File: src/rtl/ulpb_pkg.sv
`timescale 1ns/1ps
`default_nettype none
// ============================================================================
// Module   : ulpb_pkg
// Brief    : Shared widths and state encoding for the ULPB transmit feeder.
// Revision : 1.0 - initial release
// ============================================================================
package ulpb_pkg;

    localparam int c_ADDR_WIDTH = 8;
    localparam int c_DATA_WIDTH = 32;

    typedef enum logic [2:0] {
        ST_IDLE  = 3'd0,
        ST_LOAD0 = 3'd1,
        ST_LOAD1 = 3'd2,
        ST_REQ   = 3'd3,
        ST_WAIT  = 3'd4,
        ST_DRAIN = 3'd5
    } state_t;

endpackage
`default_nettype wire

File: src/rtl/ulpb_sync_fifo.sv
`timescale 1ns/1ps
`default_nettype none
// ============================================================================
// Module   : ulpb_sync_fifo
// Brief    : Single-clock FIFO with show-ahead read data, flush and occupancy.
// Revision : 1.0 - initial release
// ============================================================================
module ulpb_sync_fifo #(
    parameter int WIDTH = 41,
    parameter int DEPTH = 8,
    parameter int CNT_W = $clog2(DEPTH + 1)
) (
    input  logic             CLK,
    input  logic             RESET,
    input  logic             i_push,
    input  logic             i_pop,
    input  logic             i_flush,
    input  logic [WIDTH-1:0] i_wr_data,
    output logic [WIDTH-1:0] o_rd_data,
    output logic             o_full,
    output logic             o_empty,
    output logic [CNT_W-1:0] o_count
);

    localparam int                 c_PTR_W    = (DEPTH > 1) ? $clog2(DEPTH) : 1;
    localparam logic [c_PTR_W-1:0] c_PTR_LAST = c_PTR_W'(DEPTH - 1);
    localparam logic [CNT_W-1:0]   c_FULL_CNT = CNT_W'(DEPTH);

    logic [WIDTH-1:0]   r_mem [DEPTH];
    logic [c_PTR_W-1:0] r_wr_ptr;
    logic [c_PTR_W-1:0] r_rd_ptr;
    logic [CNT_W-1:0]   r_count;
    logic               w_do_push;
    logic               w_do_pop;

    function automatic logic [c_PTR_W-1:0] ptr_inc(input logic [c_PTR_W-1:0] p);
        return (p == c_PTR_LAST) ? '0 : p + c_PTR_W'(1);
    endfunction

    assign o_full    = (r_count == c_FULL_CNT);
    assign o_empty   = (r_count == '0);
    assign o_count   = r_count;
    assign o_rd_data = r_mem[r_rd_ptr];
    assign w_do_push = i_push & ~o_full;
    assign w_do_pop  = i_pop & ~o_empty;

    always_ff @(posedge CLK) begin
        if (w_do_push) begin
            r_mem[r_wr_ptr] <= i_wr_data;
        end
    end

    always_ff @(posedge CLK or posedge RESET) begin
        if (RESET) begin
            r_wr_ptr <= '0;
            r_rd_ptr <= '0;
            r_count  <= '0;
        end else if (i_flush) begin
            r_wr_ptr <= '0;
            r_rd_ptr <= '0;
            r_count  <= '0;
        end else begin
            if (w_do_push) begin
                r_wr_ptr <= ptr_inc(r_wr_ptr);
            end
            if (w_do_pop) begin
                r_rd_ptr <= ptr_inc(r_rd_ptr);
            end
            case ({w_do_push, w_do_pop})
                2'b10:   r_count <= r_count + CNT_W'(1);
                2'b01:   r_count <= r_count - CNT_W'(1);
                default: r_count <= r_count;
            endcase
        end
    end

endmodule
`default_nettype wire

File: src/rtl/ulpb_tx_feeder.sv
`timescale 1ns/1ps
`default_nettype none
// ============================================================================
// Module   : ulpb_tx_feeder
// Brief    : Queues whole messages and feeds them word by word into the
//            ping-pong data registers of a ULPB node transmitter.
// Revision : 1.0 - initial release
// ============================================================================
module ulpb_tx_feeder
    import ulpb_pkg::*;
#(
    parameter int ADDR_WIDTH  = c_ADDR_WIDTH,
    parameter int DATA_WIDTH  = c_DATA_WIDTH,
    parameter int DEPTH       = 8,
    parameter int TIMEOUT_CNT = 1024
) (
    input  logic                  CLK,
    input  logic                  RESET,
    input  logic [ADDR_WIDTH-1:0] WR_ADDR,
    input  logic [DATA_WIDTH-1:0] WR_DATA,
    input  logic                  WR_LAST,
    input  logic                  WR_VALID,
    output logic                  WR_READY,
    output logic                  TX_REQ,
    input  logic                  TX_ACK,
    output logic [ADDR_WIDTH-1:0] TX_ADDR,
    output logic [DATA_WIDTH-1:0] TX_DATA0,
    output logic [DATA_WIDTH-1:0] TX_DATA1,
    output logic                  TX_PEND,
    input  logic                  WORD_IND,
    input  logic                  ACK_RECEIVED,
    input  logic                  TX_FAIL,
    output logic                  DONE,
    output logic                  ERR,
    output logic                  BUSY
);

    localparam int                 c_ENTRY_W   = ADDR_WIDTH + 1 + DATA_WIDTH;
    localparam int                 c_CNT_W     = $clog2(DEPTH + 1);
    localparam int                 c_TMO_W     = (TIMEOUT_CNT > 1) ? $clog2(TIMEOUT_CNT) : 1;
    localparam logic [c_CNT_W-1:0] c_DEPTH_CNT = c_CNT_W'(DEPTH);
    localparam logic [c_TMO_W-1:0] c_TMO_LAST  = c_TMO_W'(TIMEOUT_CNT - 1);

    state_t                r_state;
    state_t                w_state_nxt;
    logic [c_ENTRY_W-1:0]  w_rd_entry;
    logic [ADDR_WIDTH-1:0] w_rd_addr;
    logic [DATA_WIDTH-1:0] w_rd_data;
    logic                  w_rd_last;
    logic                  w_fifo_full;
    logic                  w_fifo_empty;
    logic [c_CNT_W-1:0]    w_fifo_count;
    logic                  w_push;
    logic                  w_pop;
    logic                  w_flush;
    logic [c_CNT_W-1:0]    r_msg_cnt;
    logic                  r_wind_q;
    logic                  r_ack_q;
    logic                  r_fail_q;
    logic                  w_toggle;
    logic                  w_ack_rise;
    logic                  w_fail_rise;
    logic                  w_timeout;
    logic [c_TMO_W-1:0]    r_tmo_cnt;
    logic [ADDR_WIDTH-1:0] r_addr;
    logic [DATA_WIDTH-1:0] r_data0;
    logic [DATA_WIDTH-1:0] r_data1;
    logic                  r_last0;
    logic                  r_last1;
    logic                  r_inflight;
    logic                  r_last_popped;
    logic                  w_new_last;
    logic                  r_done;
    logic                  r_err;
    logic                  w_ld0;
    logic                  w_ld1;
    logic                  w_swap;
    logic                  w_tmo_clr;
    logic                  w_done_set;
    logic                  w_err_set;

    ulpb_sync_fifo #(
        .WIDTH (c_ENTRY_W),
        .DEPTH (DEPTH),
        .CNT_W (c_CNT_W)
    ) u_fifo (
        .CLK       (CLK),
        .RESET     (RESET),
        .i_push    (w_push),
        .i_pop     (w_pop),
        .i_flush   (w_flush),
        .i_wr_data ({WR_ADDR, WR_LAST, WR_DATA}),
        .o_rd_data (w_rd_entry),
        .o_full    (w_fifo_full),
        .o_empty   (w_fifo_empty),
        .o_count   (w_fifo_count)
    );

    assign w_rd_addr   = w_rd_entry[c_ENTRY_W-1 -: ADDR_WIDTH];
    assign w_rd_last   = w_rd_entry[DATA_WIDTH];
    assign w_rd_data   = w_rd_entry[DATA_WIDTH-1:0];
    assign w_push      = WR_VALID & WR_READY;
    assign w_toggle    = WORD_IND ^ r_wind_q;
    assign w_ack_rise  = ACK_RECEIVED & ~r_ack_q;
    assign w_fail_rise = TX_FAIL & ~r_fail_q;
    assign w_timeout   = (r_tmo_cnt == c_TMO_LAST);
    assign w_new_last  = r_inflight ? r_last0 : r_last1;

    assign WR_READY = ~w_fifo_full;
    assign TX_REQ   = (r_state == ST_REQ);
    assign TX_ADDR  = r_addr;
    assign TX_DATA0 = r_data0;
    assign TX_DATA1 = r_data1;
    assign TX_PEND  = ((r_state == ST_REQ) || (r_state == ST_WAIT)) &&
                      !(r_inflight ? r_last1 : r_last0);
    assign DONE     = r_done;
    assign ERR      = r_err;
    assign BUSY     = (r_state != ST_IDLE);

    always_ff @(posedge CLK or posedge RESET) begin
        if (RESET) begin
            r_state <= ST_IDLE;
        end else begin
            r_state <= w_state_nxt;
        end
    end

    always_comb begin
        w_state_nxt = r_state;
        w_pop       = 1'b0;
        w_flush     = 1'b0;
        w_ld0       = 1'b0;
        w_ld1       = 1'b0;
        w_swap      = 1'b0;
        w_tmo_clr   = 1'b0;
        w_done_set  = 1'b0;
        w_err_set   = 1'b0;
        unique case (r_state)
            ST_IDLE: begin
                // A full FIFO holding no complete message can never drain itself.
                if ((w_fifo_count == c_DEPTH_CNT) && (r_msg_cnt == '0)) begin
                    w_flush   = 1'b1;
                    w_err_set = 1'b1;
                end else if (r_msg_cnt != '0) begin
                    w_state_nxt = ST_LOAD0;
                end
            end
            ST_LOAD0: begin
                w_pop       = 1'b1;
                w_ld0       = 1'b1;
                w_state_nxt = w_rd_last ? ST_REQ : ST_LOAD1;
            end
            ST_LOAD1: begin
                w_pop       = 1'b1;
                w_ld1       = 1'b1;
                w_state_nxt = ST_REQ;
            end
            ST_REQ: begin
                if (TX_ACK) begin
                    w_tmo_clr   = 1'b1;
                    w_state_nxt = ST_WAIT;
                end
            end
            ST_WAIT: begin
                if (w_ack_rise) begin
                    w_done_set  = 1'b1;
                    w_state_nxt = ST_IDLE;
                end else if (w_fail_rise || (w_timeout && !w_toggle)) begin
                    w_err_set   = 1'b1;
                    w_state_nxt = r_last_popped ? ST_IDLE : ST_DRAIN;
                end else if (w_toggle) begin
                    w_swap    = 1'b1;
                    w_tmo_clr = 1'b1;
                    // Refill the register the node just left with the next word.
                    if (!w_new_last && !r_last_popped) begin
                        w_pop = 1'b1;
                        w_ld0 = ~r_inflight;
                        w_ld1 = r_inflight;
                    end
                end
            end
            ST_DRAIN: begin
                w_pop = ~w_fifo_empty;
                if (!w_fifo_empty && w_rd_last) begin
                    w_state_nxt = ST_IDLE;
                end
            end
            default: w_state_nxt = ST_IDLE;
        endcase
    end

    always_ff @(posedge CLK or posedge RESET) begin
        if (RESET) begin
            r_msg_cnt <= '0;
        end else if (w_flush) begin
            r_msg_cnt <= '0;
        end else begin
            case ({w_push & WR_LAST, w_pop & w_rd_last})
                2'b10:   r_msg_cnt <= r_msg_cnt + c_CNT_W'(1);
                2'b01:   r_msg_cnt <= r_msg_cnt - c_CNT_W'(1);
                default: r_msg_cnt <= r_msg_cnt;
            endcase
        end
    end

    always_ff @(posedge CLK or posedge RESET) begin
        if (RESET) begin
            r_wind_q <= 1'b0;
            r_ack_q  <= 1'b0;
            r_fail_q <= 1'b0;
        end else begin
            r_wind_q <= WORD_IND;
            r_ack_q  <= ACK_RECEIVED;
            r_fail_q <= TX_FAIL;
        end
    end

    always_ff @(posedge CLK or posedge RESET) begin
        if (RESET) begin
            r_addr        <= '0;
            r_data0       <= '0;
            r_data1       <= '0;
            r_last0       <= 1'b0;
            r_last1       <= 1'b0;
            r_inflight    <= 1'b0;
            r_last_popped <= 1'b0;
            r_tmo_cnt     <= '0;
            r_done        <= 1'b0;
            r_err         <= 1'b0;
        end else begin
            r_done <= w_done_set;
            r_err  <= w_err_set;
            if (w_ld0) begin
                r_data0 <= w_rd_data;
                r_last0 <= w_rd_last;
            end
            if (w_ld1) begin
                r_data1 <= w_rd_data;
                r_last1 <= w_rd_last;
            end
            if (r_state == ST_LOAD0) begin
                r_addr        <= w_rd_addr;
                r_inflight    <= 1'b0;
                r_last_popped <= w_rd_last;
                // Single-word message: the idle register must not look pending.
                if (w_rd_last) begin
                    r_last1 <= 1'b1;
                end
            end else if (w_pop && w_rd_last) begin
                r_last_popped <= 1'b1;
            end
            if (w_swap) begin
                r_inflight <= ~r_inflight;
            end
            if (w_tmo_clr) begin
                r_tmo_cnt <= '0;
            end else if ((r_state == ST_WAIT) && !w_timeout) begin
                r_tmo_cnt <= r_tmo_cnt + c_TMO_W'(1);
            end
        end
    end

endmodule
`default_nettype wire

File: config.mk
export PLATFORM = sky130hd
export DESIGN_NAME = ulpb_tx_feeder
export DESIGN_NICKNAME = d
export VERILOG_FILES = /design/src/rtl/ulpb_pkg.sv /design/src/rtl/ulpb_sync_fifo.sv /design/src/rtl/ulpb_tx_feeder.sv
export SDC_FILE = /design/constraint.sdc
export NUM_CORES = 1
export LEC_CHECK = 0
export ABC_AREA = 1
export CAP_MARGIN = 5
export CORE_MARGIN = 2
export CORE_UTILIZATION = 54
export DETAILED_ROUTE_END_ITERATION = 6
export HOLD_SLACK_MARGIN = 0.02
export PLACE_DENSITY = 0.8
export SETUP_SLACK_MARGIN = 0.1
export SYNTH_ARGS = -nofsm -noshare
export SYNTH_HDL_FRONTEND = slang
export SYNTH_SLANG_ARGS = --single-unit
File: constraint.sdc
create_clock -name CLK -period 10.9 [get_ports CLK]
set_clock_uncertainty 0.05 [all_clocks]
set_input_delay 2.18 -clock CLK [delete_from_list [all_inputs] [get_ports CLK]]
set_output_delay 2.18 -clock CLK [all_outputs]
set_load 0.05 [all_outputs]
Yosys cells after proc, flatten, opt, wreduce, memory -nomap -nowiden
Memory sizes are Yosys's and may differ from the RTL's.
Cells that the tools add are included.
- $add $sub $neg: 7
- $mul: 0
- div/mod/pow operators: 0
- $lt $le $gt $ge: 0
- equality and inequality tests: 18
- shift operators: 0
- multiplexer cells: 60
- bitwise logic cells: 13
- reduce and logical (&&, ||, !) cells: 29
- operator list (kind ; count):
    2-to-1 mux 3 bit ; 13
    2-to-1 mux 1 bit ; 35
    2-to-1 mux 10 bit ; 2
    case mux 3 bit (6 select lines) ; 1
    case mux 4 bit (2 select lines) ; 2
    equality test 3 bit (second input constant) ; 4
    adder 10 x 1 -> 10 bit (second input constant) ; 1
    equality test 10 bit (second input constant) ; 1
    nonzero test 2 bit ; 5
    nonzero test 3 bit ; 3
    adder 4 x 1 -> 4 bit (second input constant) ; 2
    zero test 4 bit ; 2
    2-to-1 mux 4 bit ; 2
    case mux 1 bit (2 select lines) ; 4
    subtractor 4 x 1 -> 4 bit (second input constant) ; 2
    AND 1 bit ; 7
    logical AND 1 bit ; 7
    adder 3 x 1 -> 3 bit (second input constant) ; 2
    equality test 3 x 2 -> 1 bit (second input constant) ; 2
    zero test 1 bit ; 6
    != test 2 bit (second input constant) ; 3
    inverter 1 bit ; 5
    AND reduction 5 bit ; 1
    equality test 2 x 1 -> 1 bit (second input constant) ; 2
    11 further kinds ; 13
- bits in registers: 108
- latch bits: 0
- RAM bits: 328
- memory bits (read-only): 0
- bits of input ports: 48
- output and inout bits: 78
- word-level logic and storage cells: 146
- memories kept: 1
- memory list (name ; depth ; bits a word ; rd ports ; clocked after memory_dff ; write ports ; RTL line ; text):
    u_fifo.r_mem ; 8 ; 41 ; 1 ; 0 ; 1 ; ulpb_sync_fifo.sv:29 ; logic [WIDTH-1:0] r_mem [DEPTH];

Logic depth before layout (Yosys ltp)
- word-level depth: 12
- depth in mapped cells: 19
- gate-level depth less buffers: 18

Cells and area by module
Synthesis repeated with hierarchy kept, for this count alone.
- cells, all modules: 1536
- area total of the unflattened synthesis: 17697.0 um^2
- modules (own cells, without submodules) (module ; instances ; cells an instance ; area each (um^2) ; seq. area each (um^2)):
    ulpb_sync_fifo ; 1 ; 1029 ; 13364.1 ; 10099.7
    ulpb_tx_feeder ; 1 ; 507 ; 4332.9 ; 2452.4

Worst setup path before layout
OpenSTA, ideal clock, no wires.
- path kind: flip-flop to output port
- start: register r_state[0]
- end: output TX_PEND
- data arrival time: 3.127 ns
- data required time: 8.670 ns
- path slack: 5.543 ns
- cell stages (with the launch flop): 5
- path buffers: 0
- cells stage by stage: dfrtp_1 > inv_1 > nor3_1 > inv_1 > a221oi_1
- word-level cells in the longest chain between the ends: 3
- elaborated cells on any way between the ends: 4
- classes of those cells: eq/ne (2); reduce/logical (2)
- RTL lines (what ; RTL line ; text):
    start: declaration ; ulpb_tx_feeder.sv:44 ; state_t r_state;
    start signal: assignment ; ulpb_tx_feeder.sv:124 ; r_state <= w_state_nxt;
    equality test 3 x 2 -> 1 bit ; -- ;
    net TX_REQ ; ulpb_tx_feeder.sv:24 ; output logic TX_REQ,
    logical OR 1 bit ; ulpb_tx_feeder.sv:114 ; assign TX_PEND = ((r_state == ST_REQ) || (r_state == ST_WAIT)) &&
    logical AND 1 bit ; ulpb_tx_feeder.sv:114 ;
    end: declaration ; ulpb_tx_feeder.sv:29 ; output logic TX_PEND,
The timed path passes the listed nets, and every way through them passes these cells.

Final worst setup path
- start: register r_state[0]
- end: output TX_PEND
- word-level cells in the longest chain between the ends: 3
- elaborated cells on any way between the ends: 4
- classes of those cells: eq/ne (2); reduce/logical (2)
- RTL lines (what ; RTL line):
    equality test 3 x 2 -> 1 bit / equality test 3 bit (equally long branches) ; ulpb_tx_feeder.sv:114
    logical OR 1 bit * ; ulpb_tx_feeder.sv:114
    logical AND 1 bit * ; ulpb_tx_feeder.sv:114
Mark *: on every way between the ends. The rest lies on a longest branch, timed or not.

==> metrics.cfg <==
[hold_path]
hold_class = reg2reg

[synthesis]
ys_seq_area_frac = 0.715
ys_ff_latch = 436
synth_area_mm2 = 0.0176
synthesis.nets = 1555
ys_types = 35
synth.avg_cell_area_um2 = 11.7
yosys_warnings = 0
syn-instance-count = 1495

[clock_network]
htree_levels = 2
post-cts-setup-buffer-count = 0
clk_pin_slew_ns = 0.06
clockRootBuffer = clkbuf_16
clockBufferDepth = 3
cts_tree = built
ctsResizeCount = 0
numCtsBuffers = 43
insertion_delay_ns = 0.53
postCtsHoldBufs = 0
clock-sinks = 436

[timing]
max_freq_mhz = 205
period_share = 0.449
slew_violations = 0
hold_viol = 0
post-route-min-period_ns = 4.89
setup_tns_ns = 0
setup_viol = 0
rsz0062_at_grt = no
hold_slack_ns = 0.424
tightest_slew_ns = 1.10
relSlewSlack = 0.265

[worst_setup_path]
crit_chain = inv_1 > nor3_1 > inv_1 > a221oi_1 > clkdlybuf4s50_1
crit_fanout = 5
startpoint_type = flip-flop
max_stage_delay_ns = 0.86
worst-setup-path-type = reg2out
crit_top_cell = inv_1
crit_required_ns = 8.67
cp_slowest_cell = clkdlybuf4s50_1
cpLargestDelayFamily = buffers and inverters
crit_buf_inv = 3
worstPathArrival_ns = 2.66
endpoint_kind = output port

[route]
first_iter_violations = 1206
antenna_left = 0
drcViolationCount = 0
vias_per_cell = 5.68
wl_um = 39100
dr.pass1.iters = 6
wire_per_inst_um = 18.8
vias = 11800

[power_and_ir_drop]
p_leak_nw = 7.80
ir_worst_vdd_mv = 0.148
power.density_mw_per_mm2 = 305

[placed_design]
hpwlAfterDp_um = 21800
portBuffers = 125
gp_congestion = 0.851

[status]
status = completed

[floorplanning]
start_util = 0.544
io_pins = 126
fp.dieH_um = 184
core-area_mm2 = 0.0323
row_count = 66
die_w_um = 184
die-area_mm2 = 0.0340

[finish]
synthToLayoutAreaGrowth_pct = 17.5
drive_gt1_frac = 0.0801
fin_nets = 1662

[grt]
grt_pass1_wl_um = 61200
grt_pass1_vias = 11700
grt_usage = 0.231
grt_max_degree = 109
grt_antenna_before_repair = 3
overflow = 0

[run]
max_cap_violations = 0

cells by family (layout without fill, tap and decap cells):
kind of cell / after synthesis / in the layout / synth area share
AND/OR/NAND/NOR: 564 / 564 / 0.129
flip-flops: 436 / 436 / 0.715
AO/OA/AOI/OAI: 304 / 304 / 0.100
buffers and inverters: 165 / 305 / 0.0400
XOR/XNOR: 14 / 14 / 0.00698
adder cells (fa/ha/maj): 12 / 12 / 0.00855
other: 0 / 2 / 0
area by class of cell:
| cell class | instances | area, µm² |
|---|---|---|
| flip-flops and latches | 436 | 12600 |
| repair buffers | 143 | 1390 |
| clock inverters | 21 | 236 |
| diodes | 2 | 5.00 |
| inverters | 84 | 320 |
| clock buffers | 57 | 1190 |
| fillers | 2305 | 11700 |
| well taps | 442 | 553 |
| multi-input cells | 894 | 4370 |
worst register-to-register path, cell delays in order, from the launching register on:
cell and delay, ns:
dfrtp_4 0.61, clkinv_1 0.87, buf_4 0.66, nand3_1 0.19, nand3_1 0.11, nand2_1 0.12, inv_1 0.09, nand2_1 0.09
inv_1 0.06, ha_1 0.25, ha_1 0.34, nand3_1 0.09, nand2_1 0.09, inv_1 0.05, nand3_1 0.07, nand2_1 0.05
o31ai_1 0.20
flip-flops by register name (all words and copies together), names as in the netlist, 3 cells and up:
signal	cells
u_fifo.r_rd_ptr	3
u_fifo.r_mem	328
u_fifo.o_count	4
TX_ADDR	8
u_fifo.r_wr_ptr	3
r_msg_cnt	4
r_tmo_cnt	10
TX_DATA0	32
r_state	3
TX_DATA1	32
report_power, final:
group / switching [mW] / internal [mW]
combinational: 1.73 / 0.731
clock: 0.608 / 0.871
sequential: 0.201 / 2.16
worst paths after layout:
path	start	end	slack (ns)	cells past startpoint
setup / recovery	r_state[0]	TX_PEND	6.01	5
hold / removal	r_ack_q	DONE	0.42	1
setup reg to reg	u_fifo.r_rd_ptr[1]	r_msg_cnt[3]	6.83	16
hold reg to reg	r_ack_q	DONE	0.42	1
max in group asynchronous	RESET	u_fifo.r_rd_ptr[1]	7.42	3
min in group asynchronous	RESET	TX_DATA0[20]	2.02	2
per-layer routing:
metal  vias to the layer above  part of all wire  GRT usage
li1                       5444                 -          -
met3                        93             0.079     0.0409
met5                         -           0.00077          0
met1                      5785              0.40      0.301
met4                         4             0.027     0.0934
met2                       476              0.49      0.388
Yosys cell counts:
cell / n / area, µm²
a211oi_1: 1 / 7.51
a21oi_1: 8 / 40.0
a221oi_1: 1 / 8.76
buf_1: 2 / 7.51
buf_2: 30 / 150
buf_4: 2 / 15.0
buf_6: 5 / 56.3
clkbuf_1: 42 / 158
clkinv_1: 2 / 7.51
dfrtp_1: 108 / 2700
edfxtp_1: 328 / 9850
ha_1: 12 / 150
inv_1: 78 / 293
inv_2: 4 / 15.0
nand2_1: 276 / 1040
nand2_2: 2 / 12.5
nand3_1: 69 / 345
nand4_1: 4 / 25.0
nand4_2: 1 / 12.5
nor2_1: 199 / 747
nor2_4: 1 / 11.3
nor2_8: 1 / 20.0
nor3_1: 8 / 40.0
nor3b_1: 2 / 15.0
o211ai_1: 6 / 45.0
o21ai_0: 170 / 851
o21ai_1: 12 / 60.1
o21ai_2: 21 / 184
o21bai_2: 1 / 11.3
o221ai_1: 10 / 87.6
o22ai_1: 71 / 444
o31ai_1: 3 / 22.5
or2_2: 1 / 6.26
xnor2_1: 4 / 35.0
xor2_1: 10 / 87.6
cell usage in the layout (no fill, tap or decap), types with 12 or more instances in the layout:
| cell | netlist | final |
|---|---|---|
| buf_4 | 2 | 18 |
| nand3_1 | 69 | 69 |
| o21ai_2 | 21 | 20 |
| ha_1 | 12 | 12 |
| dfrtp_1 | 108 | 106 |
| clkdlybuf4s50_1 | 0 | 125 |
| o21ai_0 | 170 | 170 |
| nand2_1 | 276 | 276 |
| inv_1 | 78 | 76 |
| edfxtp_1 | 328 | 328 |
| o22ai_1 | 71 | 71 |
| o21ai_1 | 12 | 12 |
| nor2_1 | 199 | 191 |
| clkbuf_16 | 0 | 43 |
stage by stage:
step	utilization	setup slack, ns	instance area [µm²]	power [mW]	std cells
after floorplan	-	5.54	17600	4.06	1495
after global placement	0.594	6.14	19200	4.73	1999
after global routing	0.639	5.87	20600	6.64	2077
after detailed placement	0.594	5.98	19200	4.82	1999
final	0.639	6.01	20600	6.30	2079
after CTS	0.639	5.98	20600	6.31	2077
No activity file was read; power rests on OpenSTA's default activity.
